`src/rtl/div_unit.sv`:
```
// Multi-cycle restoring divider, signed or unsigned, returning {remainder, quotient}.
// Supports divide-by-zero detection and cancellation of an operation in flight.
module div_unit #(
  parameter int unsigned WIDTH = 32
) (
  input  logic               clk,
  input  logic               rst,
  input  logic               signed_div_i,
  input  logic [WIDTH-1:0]   opdata1_i,
  input  logic [WIDTH-1:0]   opdata2_i,
  input  logic               start_i,
  input  logic               annul_i,
  output logic [2*WIDTH-1:0] result_o,
  output logic               ready_o
);

  localparam int unsigned CntW = $clog2(WIDTH + 1);

  typedef enum logic [1:0] {StIdle, StByZero, StOn, StEnd} state_e;

  state_e               state_q, state_d;
  logic [CntW-1:0]      cnt_q, cnt_d;
  // dvd_q shifts dividend bits out at the top and quotient bits in at the bottom.
  logic [WIDTH-1:0]     dvd_q, dvd_d;
  logic [WIDTH-1:0]     dsr_q, dsr_d;
  logic [WIDTH-1:0]     rem_q, rem_d;
  logic                 neg_quot_q, neg_quot_d;
  logic                 neg_rem_q, neg_rem_d;
  logic [2*WIDTH-1:0]   result_q, result_d;
  logic                 ready_q, ready_d;

  logic [WIDTH-1:0]     a_mag, b_mag;
  logic [WIDTH:0]       shifted;
  logic [WIDTH-1:0]     diff;
  logic                 fits;
  logic [WIDTH-1:0]     quot_fix, rem_fix;

  always_comb begin
    // The most negative value negates to itself and reads as an unsigned magnitude.
    a_mag    = (signed_div_i && opdata1_i[WIDTH-1]) ? -opdata1_i : opdata1_i;
    b_mag    = (signed_div_i && opdata2_i[WIDTH-1]) ? -opdata2_i : opdata2_i;
    shifted  = {rem_q, dvd_q[WIDTH-1]};
    fits     = (shifted >= {1'b0, dsr_q});
    diff     = shifted[WIDTH-1:0] - dsr_q;
    quot_fix = neg_quot_q ? -dvd_q : dvd_q;
    rem_fix  = neg_rem_q ? -rem_q : rem_q;
  end

  always_comb begin
    state_d    = state_q;
    cnt_d      = cnt_q;
    dvd_d      = dvd_q;
    dsr_d      = dsr_q;
    rem_d      = rem_q;
    neg_quot_d = neg_quot_q;
    neg_rem_d  = neg_rem_q;
    result_d   = result_q;
    ready_d    = ready_q;

    case (state_q)
      StIdle: begin
        if (start_i && !annul_i) begin
          dvd_d      = a_mag;
          dsr_d      = b_mag;
          rem_d      = '0;
          cnt_d      = '0;
          neg_quot_d = signed_div_i && (opdata1_i[WIDTH-1] ^ opdata2_i[WIDTH-1]);
          neg_rem_d  = signed_div_i && opdata1_i[WIDTH-1];
          state_d    = (opdata2_i == '0) ? StByZero : StOn;
        end
      end
      StByZero: begin
        result_d = '0;
        if (annul_i) begin
          ready_d = 1'b0;
          state_d = StIdle;
        end else begin
          ready_d = 1'b1;
          state_d = StEnd;
        end
      end
      StOn: begin
        if (annul_i) begin
          result_d = '0;
          ready_d  = 1'b0;
          state_d  = StIdle;
        end else if (cnt_q == CntW'(WIDTH)) begin
          result_d = {rem_fix, quot_fix};
          ready_d  = 1'b1;
          state_d  = StEnd;
        end else begin
          rem_d = fits ? diff : shifted[WIDTH-1:0];
          dvd_d = {dvd_q[WIDTH-2:0], fits};
          cnt_d = cnt_q + CntW'(1);
        end
      end
      StEnd: begin
        if (!start_i) begin
          result_d = '0;
          ready_d  = 1'b0;
          state_d  = StIdle;
        end
      end
      default: state_d = StIdle;
    endcase
  end

  always_ff @(posedge clk or posedge rst) begin
    if (rst) begin
      state_q    <= StIdle;
      cnt_q      <= '0;
      dvd_q      <= '0;
      dsr_q      <= '0;
      rem_q      <= '0;
      neg_quot_q <= 1'b0;
      neg_rem_q  <= 1'b0;
      result_q   <= '0;
      ready_q    <= 1'b0;
    end else begin
      state_q    <= state_d;
      cnt_q      <= cnt_d;
      dvd_q      <= dvd_d;
      dsr_q      <= dsr_d;
      rem_q      <= rem_d;
      neg_quot_q <= neg_quot_d;
      neg_rem_q  <= neg_rem_d;
      result_q   <= result_d;
      ready_q    <= ready_d;
    end
  end

  assign result_o = result_q;
  assign ready_o  = ready_q;

endmodule

```
`config.mk`:
```
export PLATFORM = sky130hd
export DESIGN_NAME = div_unit
export DESIGN_NICKNAME = d
export VERILOG_FILES = /design/src/rtl/div_unit.sv
export SDC_FILE = /design/constraint.sdc
export NUM_CORES = 1
export LEC_CHECK = 0
export BUFFER_PORTS_ARGS = -buffer_cell sky130_fd_sc_hd__buf_2
export CORE_MARGIN = 4
export CORE_UTILIZATION = 55
export DETAILED_ROUTE_END_ITERATION = 16
export PLACE_DENSITY = 0.76
export SYNTH_ARGS = -nofsm -noshare
export SYNTH_HDL_FRONTEND = slang
export SYNTH_SLANG_ARGS = --single-unit
```
`constraint.sdc`:
```
create_clock -name clk -period 6.61 [get_ports clk]
set_clock_uncertainty 0.2 [all_clocks]
set_input_delay 1.322 -clock clk [delete_from_list [all_inputs] [get_ports clk]]
set_output_delay 1.322 -clock clk [all_outputs]
set_load 0.02 [all_outputs]
```
==> results of run 1 <==
area by class of cell:
type	count	share of cell area [%]
Multi-Input combinational cell	1061	50.9
Sequential cell	171	34.1
Timing Repair Buffer	140	5.73
Clock buffer	20	3.64
Tap cell	265	2.64
Inverter	60	1.84
Clock inverter	12	1.11
power by group through the flow:
stage | logic [uW] | clock network [uW] | registers, uW
after detailed placement | 3740 | 0 | 1960
final | 3790 | 1010 | 1950
after global routing | 4260 | 1070 | 2020
after CTS | 3770 | 1020 | 1940
after floorplan | 2800 | 0 | 1930
after global placement | 3690 | 0 | 1930
registers in the layout, summed over array words and instances, names as in the netlist:
| name | count |
|---|---|
| neg_rem_q | 1 |
| rem_q | 32 |
| neg_quot_q | 1 |
| dvd_q | 32 |
| cnt_q | 6 |
| state_q | 2 |
| ready_o | 1 |
| result_o | 64 |
| dsr_q | 32 |
cells in the final DEF, fill, tap and decap left out, types with 4 or more instances in the layout:
| cell | n |
|---|---|
| sky130_fd_sc_hd__a21o_1 | 8 |
| sky130_fd_sc_hd__ha_1 | 40 |
| sky130_fd_sc_hd__or4_1 | 15 |
| sky130_fd_sc_hd__and3_1 | 6 |
| sky130_fd_sc_hd__nor3_1 | 17 |
| sky130_fd_sc_hd__nand2b_1 | 5 |
| sky130_fd_sc_hd__o21a_1 | 8 |
| sky130_fd_sc_hd__nand3b_1 | 4 |
| sky130_fd_sc_hd__dfrtp_1 | 171 |
| sky130_fd_sc_hd__xnor2_1 | 46 |
| sky130_fd_sc_hd__nand4_1 | 8 |
| sky130_fd_sc_hd__nor2_1 | 88 |
| sky130_fd_sc_hd__a211oi_1 | 5 |
| sky130_fd_sc_hd__a21oi_1 | 95 |
| sky130_fd_sc_hd__buf_4 | 7 |
| sky130_fd_sc_hd__o31ai_1 | 28 |
| sky130_fd_sc_hd__a31oi_1 | 8 |
| sky130_fd_sc_hd__nor4_1 | 9 |
| sky130_fd_sc_hd__o21ai_0 | 213 |
| sky130_fd_sc_hd__nand3_1 | 20 |
| sky130_fd_sc_hd__clkbuf_16 | 17 |
| sky130_fd_sc_hd__or3_1 | 15 |
| sky130_fd_sc_hd__mux2i_1 | 11 |
| sky130_fd_sc_hd__or2_2 | 6 |
| sky130_fd_sc_hd__o41ai_1 | 11 |
| sky130_fd_sc_hd__inv_1 | 59 |
| sky130_fd_sc_hd__buf_2 | 133 |
| sky130_fd_sc_hd__o21ai_1 | 7 |
| sky130_fd_sc_hd__xor2_1 | 93 |
| sky130_fd_sc_hd__and2_1 | 6 |
| sky130_fd_sc_hd__o211ai_1 | 7 |
| sky130_fd_sc_hd__nor2b_1 | 8 |
| sky130_fd_sc_hd__a32oi_1 | 7 |
| sky130_fd_sc_hd__nand2_1 | 220 |
how the worst max path moves through the flow:
| stage | to | slack [ns] | cells after the start |
|---|---|---|---|
| 6_report | rem_q[5] | 2.56 | 10 |
| 5_1_grt | rem_q[7] | 2.26 | 10 |
| 4_1_cts | rem_q[5] | 2.63 | 10 |
| 3_5_place_dp | state_q[1] | 2.52 | 9 |
| 3_3_place_gp | state_q[1] | 2.59 | 9 |
| 2_1_floorplan | cnt_q[0] | 0.46 | 1 |
tightest hold or removal path: cells and delay by family (launching register included):
kind / cells / cell delay (ns)
compound gates: 1 / 0.05
flops: 1 / 0.34
simple gates: 1 / 0.04
logic make-up (layout without fill, tap and decap cells):
| logic type | count (synthesis) | after routing | share of synthesized area [%] |
|---|---|---|---|
| compound gates | 427 | 427 | 22.3 |
| xor+xnor | 139 | 139 | 10.9 |
| fa+ha+maj | 42 | 42 | 4.79 |
| buf+inv | 128 | 232 | 4.33 |
| flops | 171 | 171 | 38.4 |
| mux | 13 | 13 | 1.19 |
| simple gates | 440 | 440 | 18.0 |
metal layers:
metal / wire [um] / track usage [%] / up-vias
li1: - / - / 4956
met1: 13400 / 38.7 / 4647
met2: 11900 / 37.0 / 322
met3: 1990 / 3.91 / 35
met4: 408 / 6.22 / 0
met5: 0 / 0 / -
cells in the mapped netlist, types with 3 or more instances:
master | instances | area share [%]
sky130_fd_sc_hd__or2_2 | 6 | 0.34
sky130_fd_sc_hd__nand3_1 | 20 | 0.90
sky130_fd_sc_hd__mux2i_1 | 11 | 0.99
sky130_fd_sc_hd__a21o_1 | 8 | 0.54
sky130_fd_sc_hd__o31a_1 | 3 | 0.24
sky130_fd_sc_hd__or4_4 | 3 | 0.30
sky130_fd_sc_hd__a32oi_1 | 7 | 0.55
sky130_fd_sc_hd__or4_1 | 15 | 1.0
sky130_fd_sc_hd__o21bai_1 | 3 | 0.20
sky130_fd_sc_hd__o21ai_1 | 7 | 0.31
sky130_fd_sc_hd__nor3_1 | 17 | 0.76
sky130_fd_sc_hd__nor2_1 | 88 | 3.0
sky130_fd_sc_hd__clkbuf_1 | 56 | 1.9
sky130_fd_sc_hd__a21oi_1 | 95 | 4.3
sky130_fd_sc_hd__nor4_1 | 9 | 0.51
sky130_fd_sc_hd__inv_1 | 60 | 2.0
sky130_fd_sc_hd__o211ai_1 | 7 | 0.47
sky130_fd_sc_hd__o21ai_0 | 213 | 9.6
sky130_fd_sc_hd__or3_1 | 15 | 0.84
sky130_fd_sc_hd__o21a_1 | 8 | 0.54
sky130_fd_sc_hd__nor2b_1 | 8 | 0.45
sky130_fd_sc_hd__a31oi_1 | 8 | 0.45
sky130_fd_sc_hd__o31ai_1 | 28 | 1.9
sky130_fd_sc_hd__nand2_1 | 220 | 7.4
sky130_fd_sc_hd__nand4_1 | 8 | 0.45
sky130_fd_sc_hd__dfrtp_1 | 171 | 38
sky130_fd_sc_hd__nand2b_1 | 5 | 0.28
sky130_fd_sc_hd__ha_1 | 41 | 4.6
sky130_fd_sc_hd__xor2_1 | 93 | 7.3
sky130_fd_sc_hd__nand3b_1 | 4 | 0.27
sky130_fd_sc_hd__and3_1 | 6 | 0.34
sky130_fd_sc_hd__buf_1 | 11 | 0.37
sky130_fd_sc_hd__a211oi_1 | 5 | 0.34
sky130_fd_sc_hd__and2_1 | 6 | 0.34
sky130_fd_sc_hd__o41ai_1 | 11 | 0.87
sky130_fd_sc_hd__xnor2_1 | 46 | 3.6
through the flow:
stage	instances	hold WS [ns]	power, uW
after floorplan	1360	0.249	4730
after global placement	1697	0.256	5620
after detailed placement	1697	0.265	5700
after CTS	1729	0.280	6730
after global routing	1729	0.292	7350
final	1729	0.268	6750
==> results, run 1 <==
- The number of failing setup endpoints in the final timing report is 0.
- The starting density of the core is 56.6%.
- The most used flip-flop cell after synthesis is sky130_fd_sc_hd__dfrtp_1.
- The number of buffers added on ports is 133.
- Synthesis inferred 171 register bits.
- The critical path goes through ha_1 > a211oi_1 > nor2_1 > o21ai_0 > nand3_1 > a2111oi_0 > o21a_1 > and2_1 > a31oi_1 > o21ai_0.
- For this block, the via count after detailed routing is 9,960.
- In this run the static leakage power is 0.00573 uW.
- The number of buffers and inverters on the critical path is 0.
- The die is 150 um tall.
- The number of DRC markers in iteration 0 is 716.
- The reported net switching power is 3280 uW.
- The post-route setup TNS is 0 ns.
- The count of nets left with antenna violations once routing finished came out at 0.
- By instance count, the cell type seen most on the critical path is sky130_fd_sc_hd__o21ai_0.
- The internal power of the cells totals 3460 uW.
- The total count of max-transition violations in the final report came to 0.
- The area of combinational cells with multiple inputs is 6380 sq um.
- Dividing the synthesized area by the synthesized cell count gives 8.19 sq um.
- The TritonCTS clock tree is done.
- The global route total overflow is 0.
- By startpoint and endpoint, the worst setup path is classified as reg2reg.
- The upper clock frequency limit is 247 MHz.
- The yosys synthesis warning count is 0.
- The average wire per standard cell is 16.0 um.
- The share of the core filled with cells in the final layout is 63.8%.
- The final layout contains routed wiring with a total length of 27.6 mm.
- The least setup slack across all paths after layout is 2.56 ns.
- The hold path depth is 2.
- Summing all placed instances gives a cell area of 11,900 sq um.
- The total core area is 19,700 sq um.
- Of the total power, registers draw 28.9%.
- At the end of routability-driven placement, the weighted congestion stood at 0.961.
- Data on the critical path is required at its endpoint by 6.74 ns.
- The logic gate share of total power is 56.1%.
- The floorplan step set the die width to 150 um.
- Summing all non-filler instances in the final layout gives an area of 12,500 sq um.
- The clock net in this run drives a total of 171 sinks.
- The worst reg2reg path depth is 10.
- The worst hold path belongs to the class reg2reg.
- The worst min-delay path endpoint is result_o[18].
- Across every metal layer, demand over resource in global routing totals 25.1%.
- The fraction of final layout cells sized beyond drive strength 1 is 13.4%.
- Summing every instance area after synthesis gives 11,100 sq um.
- The area of the die is 22,600 sq um.
- The H-tree generated during clock tree synthesis spans 4 levels.
- The placement row count is 51.
- Hold repair after CTS inserted 0 buffers.
- For this design, the slowest cell found on the critical path is sky130_fd_sc_hd__o21a_1.
- The flow ran to the end, and the final reports show no timing, DRC or antenna violations.
- The storage element area is 4280 sq um.
- The vias per cell is 5.76.
- The maximum buffer depth of the clock tree is 2.
- The antenna diode count is 0.
- The number of nets handed over by synthesis was 1,471.
- The endpoint of the worst-slack reg-to-reg timing path is rem_q[5].
- The number of setup buffers added after CTS is 0.
- The post-synthesis instance total is 1,360.
- The number of antenna violations at the first check in global routing came to 0.
- Once detailed placement completed, the half-perimeter wirelength came to 20.4 mm.
- The count of fill cells added during filler insertion is 1,757.
- The count of endpoints failing hold in the final timing report is 0.
- After clock tree synthesis, the repair step resized 0 gates.
- The minimum setup slack among reg-to-reg paths is 2.56 ns.
- The hold path startpoint is result_o[18].
- The number of remaining DRC errors is 0.
- The worst setup path is launched from a flip-flop.
- The first-pass GRT wire length is 46.1 mm.
- The worst endpoint data arrival time is 4.17 ns.
- At the pin with the least slew margin, the transition time is 1.26 ns.
- Before CTS, the worst setup slack after placement is 2.52 ns.
- The clock period minus final worst setup slack is 4.05 ns.
- The clock slew seen by the registers of the worst setup and hold paths is 0.06 ns.
- The detailed-routing iteration count for the pre-antenna-repair pass is 5.
- The sequential fraction of the synthesis area is 38.4%.
- In this run switching power makes up 48.6% of total power.
- Buffers inserted during clock tree synthesis total 17.
- The pin count of the biggest net entering global routing is 91.
- In the finished design, the share of the clock period the worst path needs comes to 61.2%.
- Yosys mapped the design onto 63 distinct sky130hd cell types.
- CTS placed an instance of sky130_fd_sc_hd__clkbuf_16 at the clock tree root.
- The number of global-route vias before repair was 9,156.
- The highest cell delay on the worst timing path is 0.97 ns.
- The top-level I/O count is 134.
- The worst-case IR drop observed on VDD is 0.365 mV.
- The count of nets after finishing is 1,562.
- Power spread over the standard cell area amounts to 538 nW/um^2.
- Clock latency on the worst-skew pair, taken at its later pin, is 0.43 ns.
- Per report_power, the clock group accounts for 14.9% of the total.
- The cell family contributing the most delay on the critical path is compound AO/OA/AOI/OAI gates.
- Counting flops with a built-in enable in the synthesized netlist gives 0.
- The type of destination of the critical path is a flip-flop.
- Along the worst path, the maximum fanout reaches 28.
- The critical path starts at rem_q[23].
- The tool flagged a number of max-cap violations equal to 0.
- The worst flop-to-flop path startpoint is rem_q[23].
- The worst slew margin relative to its limit is 15.3%.
- In the synthesized netlist the async set-or-reset flop fraction comes to 100%.
- Setup repair after global routing left no endpoint under its margin.
- Relative to the synthesized area, the layout overhead comes to 12.6%.
Note: power is estimated with default switching activity, not from simulation.
==> inputs of run 2 (changes only) <==
--- a/config.mk
+++ b/config.mk
@@ -5,11 +5,12 @@
 export SDC_FILE = /design/constraint.sdc
 export NUM_CORES = 1
 export LEC_CHECK = 0
+export ABC_AREA = 1
 export BUFFER_PORTS_ARGS = -buffer_cell sky130_fd_sc_hd__buf_2
 export CORE_MARGIN = 4
 export CORE_UTILIZATION = 55
 export DETAILED_ROUTE_END_ITERATION = 16
-export PLACE_DENSITY = 0.76
+export PLACE_DENSITY = 0.78
 export SYNTH_ARGS = -nofsm -noshare
 export SYNTH_HDL_FRONTEND = slang
 export SYNTH_SLANG_ARGS = --single-unit
==> constraint.sdc (replaced) <==
create_clock -name clk -period 3.39 [get_ports clk]
set_clock_uncertainty 0.2 [all_clocks]
set_input_delay 0.678 -clock clk [delete_from_list [all_inputs] [get_ports clk]]
set_output_delay 0.678 -clock clk [all_outputs]
set_load 0.02 [all_outputs]
==> results, run 2 <==
- The number of global-route vias before repair is 12,570 (was 9,156).
- The number of buffers added for setup after CTS was 0 (unchanged).
- The starting density of the core is 56.4% (was 56.6%).
- The number of different library cells in the post-synthesis netlist is 43 (was 63).
- The TritonCTS clock tree was done (unchanged).
- The fraction of post-synthesis cell area in the top cell type by area is 33.1% (was 38.4%).
- The number of buffers added on ports is 133 (unchanged).
- The power density over the cells is 754 nW/um^2 (was 538 nW/um^2).
- The leakage power figure is 0.00789 uW (was 0.00573 uW).
- The number of placed instances with taps included is 2,421 (was 1,697).
- The synthesized area was 12,900 sq um (was 11,100 sq um).
- The horizontal die dimension is 161 um (was 150 um).
- The number of failing setup endpoints in the final timing report is 0 (unchanged).
- Setup repair after global routing missed its margin: no (unchanged).
- The post-synthesis sequential element count is 171 (unchanged).
- The flip-flop count of the largest register, all copies and words added is 64 (unchanged).
- The critical-path cell with the highest stage delay is sky130_fd_sc_hd__dfrtp_1 (was sky130_fd_sc_hd__o21a_1).
- The count of endpoints failing hold in the final timing report is 0 (unchanged).
- The share of the core filled with cells in the final layout is 63.3% (was 63.8%).
- The largest area contributor in the synthesized netlist is sky130_fd_sc_hd__dfrtp_1 (unchanged).
- The most frequent cell after synthesis is sky130_fd_sc_hd__nand2_1 (unchanged).
- The total wirelength of the detailed-routed design is 41.7 mm (was 27.6 mm).
- List of most frequent post-synthesis cells: 646 x sky130_fd_sc_hd__nand2_1, 284 x sky130_fd_sc_hd__inv_1, 195 x sky130_fd_sc_hd__nor2_1 (was 220 x sky130_fd_sc_hd__nand2_1, 213 x sky130_fd_sc_hd__o21ai_0, 171 x sky130_fd_sc_hd__dfrtp_1).
- Crit-path cells: ha_1 > nand2_1 > nor2_2 > nand2_1 > nor2_1 > inv_1 > nor2_2 > nor2_4 > nand2_4 > nand2_2 > nand2_1 > nand2_1 > nand2_1 (was ha_1 > a211oi_1 > nor2_1 > o21ai_0 > nand3_1 > a2111oi_0 > o21a_1 > and2_1 > a31oi_1 > o21ai_0).
- The minimum hold slack was 0.274 ns (was 0.268 ns).
- The maximum buffer depth of the clock tree is 2 (unchanged).
- The max-capacitance violation count was 0 (unchanged).
- The hold path depth is 2 (unchanged).
- The post-cts repair resize count is 0 (unchanged).
- The async set or reset register ratio after synthesis is 100% (unchanged).
- The commonest non-fill, non-tap cell in the layout is sky130_fd_sc_hd__nand2_1 (unchanged).
- The maximum level of the CTS H-tree was 4 (unchanged).
- Status: finished, final reports clean (unchanged).
- The total clock sinks was 171 (unchanged).
- The sequential fraction of the synthesis area came to 33.1% (was 38.4%).
- The sort of element at the start of the critical path is a flip-flop (unchanged).
- The number of buffers inserted during clock tree synthesis was 17 (unchanged).
- The post-synthesis instance total is 2,015 (was 1,360).
- The worst endpoint data arrival time is 3.05 ns (was 4.17 ns).
- The total count of max-transition violations in the final report is 0 (unchanged).
- The kind of critical path is reg2reg (unchanged).
- The worst reg2reg path depth is 13 (was 10).
- The pin count of the biggest net entering global routing is 73 (was 91).
- The placement row count is 55 (was 51).
- The half-perimeter wire length after detailed placement is 32.7 mm (was 20.4 mm).
- The type of destination of the critical path was a flip-flop (unchanged).
- Area contributors post-synth: sky130_fd_sc_hd__dfrtp_1 33%, sky130_fd_sc_hd__nand2_1 19%, sky130_fd_sc_hd__inv_1 8.2%, sky130_fd_sc_hd__nand3_1 7.2%, sky130_fd_sc_hd__nor2_1 5.7% (was sky130_fd_sc_hd__dfrtp_1 38%, sky130_fd_sc_hd__o21ai_0 9.6%, sky130_fd_sc_hd__nand2_1 7.4%, sky130_fd_sc_hd__xor2_1 7.3%, sky130_fd_sc_hd__ha_1 4.6%).
- The most frequent cell on the critical path is sky130_fd_sc_hd__nand2_1 (was sky130_fd_sc_hd__o21ai_0).
- The vias per cell was 5.52 (was 5.76).
- The maximum fanout count along the critical path is 32 (was 28).
- The clock period minus final worst setup slack came to 2.88 ns (was 4.05 ns).
- The post-route clock period utilization is 84.9% (was 61.2%).
- The number of remaining DRC errors is 0 (unchanged).
- The antenna diode count is 0 (unchanged).
- The remaining antenna violation count after routing was 0 (unchanged).
- The total global routing track utilization was 32.0% (was 25.1%).
- The last weighted congestion value of the routability-driven placer is 0.956 (was 0.961).
- The synthesized area per cell is 6.42 sq um (was 8.19 sq um).
- The post-route setup TNS is 0 ns (unchanged).
- The worst slew margin relative to its limit is 23.5% (was 15.3%).
- The number of antenna violations at the first check in global routing is 0 (unchanged).
- The final cell count without fillers was 2,454 (was 1,729).
- The most used flip-flop cell after synthesis is sky130_fd_sc_hd__dfrtp_1 (unchanged).
- The clock slew seen by the registers of the worst setup and hold paths is 0.07 ns (was 0.06 ns).
- The total nets after synthesis was 2,126 (was 1,471).
- The number of enable-type register cells in the synthesized netlist is 0 (unchanged).
- The detailed-routing iteration count for the pre-antenna-repair pass came to 6 (was 5).
- The average wire per standard cell is 17.0 um (was 16.0 um).
- The met2 capacity usage during global routing is 47.6% (was 37.0%).
- The yosys synthesis warning count is 0 (unchanged).
- The layout overhead on the synthesized area came to 12.2% (was 12.6%).
- The top-level I/O count is 134 (unchanged).
- The upper clock frequency limit is 347 MHz (was 247 MHz).
- The transition time at the pin with the least slew margin is 1.15 ns (was 1.26 ns).
- The worst vdd rail ir drop is 0.630 mV (was 0.365 mV).
- The area of the die is 26,000 sq um (was 22,600 sq um).
- The highest cell delay on the worst timing path was 0.47 ns (was 0.97 ns).
- The met3 track utilization from global routing is 5.54% (was 3.91%).
- The first-pass GRT wire length is 67.0 mm (was 46.1 mm).
- The critical path data required time came to 3.56 ns (was 6.74 ns).
- The overall die height is 161 um (was 150 um).
- The master cell of the clock root buffer is sky130_fd_sc_hd__clkbuf_16 (unchanged).
- The clock latency at the later pin of the worst-skew pair is 0.44 ns (was 0.43 ns).
- The number of DRC markers in iteration 0 is 1,362 (was 716).
- The global route total overflow was 0 (unchanged).
- The worst hold-check path type is reg2reg (unchanged).
- The via count of the routed design came to 13,545 (was 9,960).
- The fraction of final layout cells sized beyond drive strength 1 is 10.0% (was 13.4%).
- The global-route track usage on met1 came to 48.8% (was 38.7%).
- The count of nets after finishing came to 2,239 (was 1,562).
- The most congested layer reported by global routing was met1 (unchanged).
- The total core area is 22,900 sq um (was 19,700 sq um).
- Most used cells in the layout excluding fill and tap cells: 646 x sky130_fd_sc_hd__nand2_1, 283 x sky130_fd_sc_hd__inv_1, 195 x sky130_fd_sc_hd__nor2_1 (was 220 x sky130_fd_sc_hd__nand2_1, 213 x sky130_fd_sc_hd__o21ai_0, 171 x sky130_fd_sc_hd__dfrtp_1).
## run 2: changes by cell type after synthesis, sizes merged, moves of 21 or more
cell,change
o21ai,-69
xor2,-45
clkbuf,-23
a22oi,+23
nor2,+117
inv,+230
o31ai,-21
a21oi,-32
nand2,+431
nand3,+169
xnor2,-30
## run 2: critical path: cells and delay by family, from the launching register on
kind                       cells  cell delay, ns
and+or+nand+nor               11            1.60
DFF                            1            0.47
adders and majority gates      1            0.41
buffers and inverters          1            0.09
## run 2: metrics by stage
step / power (uW) / setup slack, ns / area, sq um
floorplan: 7050 / 0.329 / 12900
global placement: 8700 / 0.507 / 13900
detailed placement: 8800 / 0.474 / 13900
CTS: 10900 / 0.563 / 14500
global route: 11700 / 0.288 / 14500
finish: 10900 / 0.511 / 14500
## run 2: path summary, 6_finish.rpt
check	start	end	slack (ns)
setup / recovery	rem_q[20]	rem_q[27]	0.51
hold / removal	result_o[42]	result_o[42]	0.27
setup reg to reg	rem_q[20]	rem_q[27]	0.51
hold reg to reg	result_o[42]	result_o[42]	0.27
max in group asynchronous	rst	dvd_q[9]	1.75
min in group asynchronous	rst	result_o[19]	0.51
## run 2: area by class of cell
cell class,count,area [sq um]
timing repair buffer,153,843
multi-input combinational,1493,7280
fill,2286,8410
sequential,171,4280
inverter,292,1100
clock buffer,18,439
clock inverter,14,174
tap,313,392
## run 2: what timing repair did
action | CTS | global route
hold endpoints to repair | 6 | 0
hold buffers | 1 | 0
endpoints found under the setup margin | 0 | 0
## run 2: routing by layer
metal	routed length (um)	up-vias
met5	0	-
met4	782	0
met3	3900	46
met2	17700	597
met1	19200	6263
li1	-	6639
## run 2: cell families (layout without fill, tap and decap cells)
logic type | Yosys count | in the layout | synth area share [%]
AOI/OAI and AO/OA | 276 | 276 | 12.0
xor gates and xnor gates | 64 | 64 | 4.34
adders and majority gates | 42 | 42 | 4.12
buffers and inverters | 351 | 477 | 10.7
DFF | 171 | 171 | 33.1
and+or+nand+nor | 1111 | 1111 | 35.7
## run 2: report_power, final
part	total (uW)	leakage [uW]	switching, uW	internal, uW
registers	3230	0.00227	570	2660
logic	5680	0.00532	4000	1680
clock network	2030	0.000299	959	1080
